[src/rtl/dma_axi_rd_stream.sv]
// AXI4 read DMA: moves xfer_len words starting at start_addr into a
// first-word-fall-through FIFO drained by a ready/valid stream. Bursts are
// INCR, at most MAX_BURST beats, never cross a 4KB page, and are only
// requested once the FIFO has room for the whole burst.
module dma_axi_rd_stream #(
    parameter int ADDR_W    = 32,
    parameter int DATA_W    = 32,
    parameter int LEN_W     = 16,
    parameter int MAX_BURST = 16,
    parameter int FIFO_AW   = 5
) (
    input  logic              clk,
    input  logic              rst_n,
    input  logic              start,
    input  logic [ADDR_W-1:0] start_addr,
    input  logic [LEN_W-1:0]  xfer_len,
    output logic              busy,
    output logic              done,
    output logic              error,
    output logic [3:0]        m_axi_arid,
    output logic [ADDR_W-1:0] m_axi_araddr,
    output logic [7:0]        m_axi_arlen,
    output logic [2:0]        m_axi_arsize,
    output logic [1:0]        m_axi_arburst,
    output logic              m_axi_arlock,
    output logic [3:0]        m_axi_arcache,
    output logic [2:0]        m_axi_arprot,
    output logic [3:0]        m_axi_arqos,
    output logic              m_axi_arvalid,
    input  logic              m_axi_arready,
    input  logic [DATA_W-1:0] m_axi_rdata,
    input  logic [1:0]        m_axi_rresp,
    input  logic              m_axi_rlast,
    input  logic              m_axi_rvalid,
    output logic              m_axi_rready,
    output logic [DATA_W-1:0] out_data,
    output logic              out_valid,
    input  logic              out_ready
);
    localparam int BSHIFT = $clog2(DATA_W / 8);
    localparam int DEPTH  = 1 << FIFO_AW;
    localparam int BW     = $clog2(MAX_BURST) + 1;
    localparam int CW     = ((LEN_W > 13) ? LEN_W : 13) + 2;
    localparam logic [ADDR_W-1:0] LOW_MASK = ADDR_W'(DATA_W / 8 - 1);

    typedef enum logic [2:0] {IDLE, SPACE, ADDR, DATA, DRAIN} state_t;

    state_t               state_q, state_d;
    logic [ADDR_W-1:0]    addr_q;
    logic [LEN_W-1:0]     remain_q;
    logic [BW-1:0]        burst_q;
    logic [BW-1:0]        beat_cnt_q;
    logic [ADDR_W-1:0]    araddr_q;
    logic [7:0]           arlen_q;
    logic                 error_q;
    logic                 done_q;
    logic                 rready_w;

    logic [DATA_W-1:0]    mem [DEPTH];
    logic [FIFO_AW-1:0]   wr_ptr_q, rd_ptr_q;
    logic [FIFO_AW:0]     cnt_q;
    logic                 push, pop;

    logic [12:0]          bytes_to_4k;
    logic [CW-1:0]        remain_w, bound_w, beats_w, free_w;
    logic                 space_ok, burst_end, last_burst;

    // rlast is deliberately ignored (beat counter ends the burst); rresp[0] carries no meaning here
    logic unused_ok;
    assign unused_ok = ^{m_axi_rlast, m_axi_rresp[0]};

    assign bytes_to_4k = 13'h1000 - {1'b0, addr_q[11:0]};
    assign remain_w    = CW'(remain_q);
    assign bound_w     = CW'(bytes_to_4k >> BSHIFT);
    assign free_w      = CW'(DEPTH) - CW'(cnt_q);
    assign space_ok    = free_w >= beats_w;
    assign push        = m_axi_rvalid && rready_w;
    assign pop         = out_valid && out_ready;
    assign burst_end   = push && (beat_cnt_q == burst_q - BW'(1));
    assign last_burst  = remain_w == CW'(burst_q);

    // Burst size: smallest of words left, burst cap and words to the page end
    always_comb begin
        beats_w = remain_w;
        if (CW'(MAX_BURST) < beats_w) beats_w = CW'(MAX_BURST);
        if (bound_w < beats_w)        beats_w = bound_w;
    end

    // State register
    always_ff @(posedge clk or negedge rst_n) begin
        if (!rst_n) state_q <= IDLE;
        else        state_q <= state_d;
    end

    // Next-state logic
    always_comb begin
        state_d = state_q;
        case (state_q)
            IDLE:    if (start && xfer_len != '0) state_d = SPACE;
            SPACE:   if (space_ok) state_d = ADDR;
            ADDR:    if (m_axi_arready) state_d = DATA;
            DATA:    if (burst_end) state_d = last_burst ? DRAIN : SPACE;
            DRAIN:   if (cnt_q == '0) state_d = IDLE;
            default: state_d = IDLE;
        endcase
    end

    // State-decoded outputs
    always_comb begin
        busy          = 1'b1;
        m_axi_arvalid = 1'b0;
        rready_w      = 1'b0;
        case (state_q)
            IDLE:    busy = 1'b0;
            ADDR:    m_axi_arvalid = 1'b1;
            DATA:    rready_w = 1'b1;
            default: ;
        endcase
    end

    // Transfer bookkeeping: address/length progress, AR fields, status flags
    always_ff @(posedge clk or negedge rst_n) begin
        if (!rst_n) begin
            addr_q     <= '0;
            remain_q   <= '0;
            burst_q    <= '0;
            beat_cnt_q <= '0;
            araddr_q   <= '0;
            arlen_q    <= '0;
            error_q    <= 1'b0;
            done_q     <= 1'b0;
        end else begin
            done_q <= 1'b0;
            case (state_q)
                IDLE: if (start) begin
                    addr_q   <= start_addr & ~LOW_MASK;
                    remain_q <= xfer_len;
                    error_q  <= 1'b0;
                    if (xfer_len == '0) done_q <= 1'b1;
                end
                SPACE: if (space_ok) begin
                    araddr_q   <= addr_q;
                    arlen_q    <= 8'(beats_w - CW'(1));
                    burst_q    <= BW'(beats_w);
                    beat_cnt_q <= '0;
                end
                DATA: if (push) begin
                    beat_cnt_q <= beat_cnt_q + BW'(1);
                    if (m_axi_rresp[1]) error_q <= 1'b1;
                    if (burst_end) begin
                        remain_q <= remain_q - LEN_W'(burst_q);
                        addr_q   <= addr_q + (ADDR_W'(burst_q) << BSHIFT);
                    end
                end
                DRAIN: if (cnt_q == '0) done_q <= 1'b1;
                default: ;
            endcase
        end
    end

    // FIFO storage (no reset needed, validity tracked by the pointers)
    always_ff @(posedge clk) begin
        if (push) mem[wr_ptr_q] <= m_axi_rdata;
    end

    // FIFO pointers and occupancy
    always_ff @(posedge clk or negedge rst_n) begin
        if (!rst_n) begin
            wr_ptr_q <= '0;
            rd_ptr_q <= '0;
            cnt_q    <= '0;
        end else begin
            if (push) wr_ptr_q <= wr_ptr_q + FIFO_AW'(1);
            if (pop)  rd_ptr_q <= rd_ptr_q + FIFO_AW'(1);
            case ({push, pop})
                2'b10:   cnt_q <= cnt_q + (FIFO_AW+1)'(1);
                2'b01:   cnt_q <= cnt_q - (FIFO_AW+1)'(1);
                default: ;
            endcase
        end
    end

    assign out_data      = mem[rd_ptr_q];
    assign out_valid     = cnt_q != '0;
    assign m_axi_rready  = rready_w;
    assign done          = done_q;
    assign error         = error_q;
    assign m_axi_araddr  = araddr_q;
    assign m_axi_arlen   = arlen_q;
    assign m_axi_arid    = 4'h0;
    assign m_axi_arsize  = 3'(BSHIFT);
    assign m_axi_arburst = 2'b01;
    assign m_axi_arlock  = 1'b0;
    assign m_axi_arcache = 4'b0011;
    assign m_axi_arprot  = 3'b010;
    assign m_axi_arqos   = 4'h0;
endmodule

[config.mk]
export PLATFORM = sky130hd
export DESIGN_NAME = dma_axi_rd_stream
export DESIGN_NICKNAME = d
export VERILOG_FILES = /design/src/rtl/dma_axi_rd_stream.sv
export SDC_FILE = /design/constraint.sdc
export NUM_CORES = 1
export LEC_CHECK = 0
export CAP_MARGIN = 10
export CORE_MARGIN = 3
export CORE_UTILIZATION = 55
export CTS_CLUSTER_DIAMETER = 50
export CTS_CLUSTER_SIZE = 40
export DETAILED_ROUTE_END_ITERATION = 12
export HOLD_SLACK_MARGIN = 0.1
export PLACE_DENSITY = 0.75
export SKIP_LAST_GASP = 1
export SYNTH_ARGS = -nofsm -noshare
export SYNTH_HDL_FRONTEND = slang
export SYNTH_SLANG_ARGS = --single-unit
[constraint.sdc]
create_clock -name clk -period 4.8 [get_ports clk]
set_input_delay 1.44 -clock clk [delete_from_list [all_inputs] [get_ports clk]]
set_output_delay 1.44 -clock clk [all_outputs]
set_load 0.05 [all_outputs]
==> summary.md, run 1 <==
| Metric | Value |
|---|---|
| Status | `completed` |
| Worst VDD drop | `0.000786 V` |
| CP Cell Sequence | `buf_4 -> buf_16 -> mux4_2 -> mux4_2 -> mux2_2 -> buf_4` |
| NumNets Final | `between 2000 and 3000` |
| Syn. warnings | `0` |
| Reg2Reg Setup Slack | `approximately 0.13 ns` |
| Vias per inst | `6.38` |
| WHS Endpoint | `m_axi_arlen[2]` |
| HP Start | `m_axi_arlen[2]` |
| EDFF count, synth | `slightly above 1000` |
| Hold Crit Depth | `1` |
| DRC violation count after routing | `0` |
| Die Y | `296 microns` |
| Post-Syn Area per Cell | `20.1 sq um` |
| Power per cell area | `around 630 nW/um^2` |
| Pre-Repair DR Iteration Count | `5` |
| Num ports | `188` |
| Least-Margin Pin Slew | `1.12 ns` |
| Die width | `296 microns` |
| Clock root buffer | `clkbuf_16` |
| Die area | `approximately 88000 sq um` |
| Period minus WS final | `roughly 4.7 ns` |
| Start of the worst register-to-register path | `addr_q[4]` |
| Number of port buffers | `160` |
| Critical Path AT | `around 3.3 ns` |
| Required @ worst endpoint | `about 3.4 ns` |
| Synth Flop Type | `edfxtp_1` |
| Layout cell share with drive strength beyond 1 | `0.304` |
| Clock sinks | `around 1100` |
| Core Area | `82900 sq um` |
| Skew final | `0.0390 ns` |
| Post-synthesis cell type count | `70` |
| CTS H-Tree Depth | `3` |
| Initial antenna violation count | `4` |
| Final setup fails | `0` |
| WL/cell | `~29 microns` |
| CP max-delay cell | `mux4_2` |
| Fmax | `approximately 210 MHz` |
| Row Count | `around 110` |
| Vias in the first global route | `24700` |
| Worst-path maximum fanout | `29` |
| Most frequent cells in the layout | `edfxtp_1, mux4_2, buf_4` |
| CP top delay family | `multiplexers` |
| Setup CP Type | `reg2out` |
| Seq/Total Area, Yosys | `0.725` |
| Clock Latency Late Sink | `just under 0.7 ns` |
| Pin count of the biggest net entering global routing | `between 70 and 80` |
| Crit path largest cell delay | `~0.56 ns` |
| First-pass GRT wire length | `about 160 mm` |
| Antenna Violating Nets Remaining | `0` |
| Clock transition at path regs | `0.08 ns` |
| Ys async rst share | `0.101` |
| MaxCap Viol Count | `0` |
| GRT overflow | `0` |
| CP bufs+invs | `3` |
| FF-to-FF End | `m_axi_araddr[26]` |
| Syn Inst Count | `around 2300` |
| CTS buffer count | `slightly above 100` |
| GRT Util Overall | `0.256` |
| Post-Synthesis Cell Area | `around 46000 sq um` |
| CP endpoint kind | `primary output` |
| Area Overhead vs Synth | `17.1%` |
| Post-route cell area | `~54000 sq um` |
| Slew HR | `0.250` |
| GPL Wtd Cong | `about 0.89` |
| Initial core utilization | `0.560` |
| Clk buf depth | `3` |
| Final Hold Vio Count | `0` |
| Most common cell after layout, fill and taps aside | `edfxtp_1` |
| Initial DRC count | `roughly 2800` |
| Via count | `around 24000` |
| Pleak | `between 15 and 20 nW` |
| CTS tree | `done` |
| FF+latch count, synth | `1139` |
| Util after Layout | `0.656` |
| Hold Crit Class | `reg2reg` |
| Worst-case reg-to-reg path depth | `21` |
| RSZ-0062 raised after global routing | `yes` |
| Crit share post-route | `0.984` |
| Cell Area, Placed | `between 50000 and 60000 sq um` |
| Min Hold Slack | `slightly above 0.5 ns` |
| Crit path launch type | `register` |
| Hpwl dp | `a little over 60 mm` |
| Wirelength, routed | `112 mm` |
| Setup tns final | `0 ns` |
| Pins over their slew limit | `0` |
## kinds of logic (layout without fill, tap and decap cells)
family / Yosys count / in the layout / synth area share
buf+inv: 179 / 520 / 0.0180
simple gates: 283 / 283 / 0.0294
mux: 397 / 397 / 0.176
compound gates: 217 / 218 / 0.0301
xor+xnor: 40 / 40 / 0.00755
flops: 1139 / 1139 / 0.725
other cells: 2 / 36 / 0.000162
fa+ha+maj: 51 / 51 / 0.0142
## timing repair
| action | in CTS | in global routing |
|---|---|---|
| pin swaps | 0 | 16 |
| gates cloned | 0 | 5 |
| resized for setup | 5 | 37 |
| setup buffers | 6 | 4 |
| hold buffers | 0 | 0 |
| setup endpoints to repair | 32 | 70 |
## synth_stat cells, types with 7 or more instances
library cell	instances	share of area
edfxtp_1	1024	0.66
mux4_2	320	0.16
dfrtp_1	115	0.062
nand2_1	81	0.0066
nor2_1	79	0.0064
clkbuf_1	73	0.0059
a21oi_1	65	0.0070
o21ai_0	52	0.0056
ha_1	48	0.013
mux2_2	42	0.010
buf_2	36	0.0039
inv_1	33	0.0027
mux2_4	28	0.0091
nand3_1	25	0.0027
xnor2_1	24	0.0045
buf_4	23	0.0037
nor3_1	18	0.0019
nand4_1	16	0.0022
o22ai_1	16	0.0022
xor2_1	16	0.0030
a2bb2oi_1	13	0.0025
nor2b_1	11	0.0015
nor4_1	11	0.0015
a31oi_1	9	0.0012
buf_1	9	0.00073
and3_1	8	0.0011
a211oi_1	7	0.0011
## routing by layer
layer	track usage	routed length [microns]	vias up
met5	0	0	-
met4	0.0804	3420	0
met3	0.0417	8940	224
met2	0.426	56600	1260
met1	0.355	42900	12800
li1	-	-	10000
## flip-flops by register name (all words and copies together), names as in the netlist, 5 cells and up
register	flops
addr_q	30
burst_q	5
mem	1024
beat_cnt_q	5
cnt_q	6
rd_ptr_q	5
m_axi_araddr	30
wr_ptr_q	5
m_axi_arlen	8
remain_q	16
## area by class of cell
cell class / count / area [sq um]
flip-flops and latches: 1139 / 33600
fillers: 5210 / 28500
multi-input cells: 1021 / 12500
repair buffers: 295 / 3070
clock buffers: 107 / 2570
well taps: 1123 / 1410
clock inverters: 84 / 1050
inverters: 34 / 128
diodes: 4 / 10.0
## where the power goes
part | switching (W) | leakage, nW | internal (W)
clock network | 0.00415 | 1.74 | 0.00442
registers | 0.000745 | 10.5 | 0.0115
logic | 0.00724 | 5.65 | 0.00604
total | 0.0121 | 17.9 | 0.0220
## worst max path at each step
stage,cells past startpoint,from,end
after CTS,6,rd_ptr_q[0],out_data[4]
after floorplan,20,addr_q[7],m_axi_araddr[16]
after global placement,21,addr_q[6],m_axi_araddr[24]
final,6,rd_ptr_q[0],out_data[29]
after detailed placement,20,addr_q[6],m_axi_araddr[29]
after global routing,21,addr_q[4],m_axi_araddr[7]
## through the flow
step / cells / worst slack, ns / total power, W
CTS: 3794 / -0.0225 / 0.0339
floorplan: 2338 / 0.120 / 0.0214
global route: 3806 / -0.0601 / 0.0355
global placement: 3597 / 0.175 / 0.0249
detailed placement: 3597 / 0.0490 / 0.0252
finish: 3807 / 0.0747 / 0.0341
No activity file was read; power rests on OpenSTA's default activity.
==> run 2, diff against run 1 <==
Settings changed: CAP_MARGIN 10 to default.
==> results of run 2 <==
No change in the layout: final DEF, timing and power equal those of run 1.
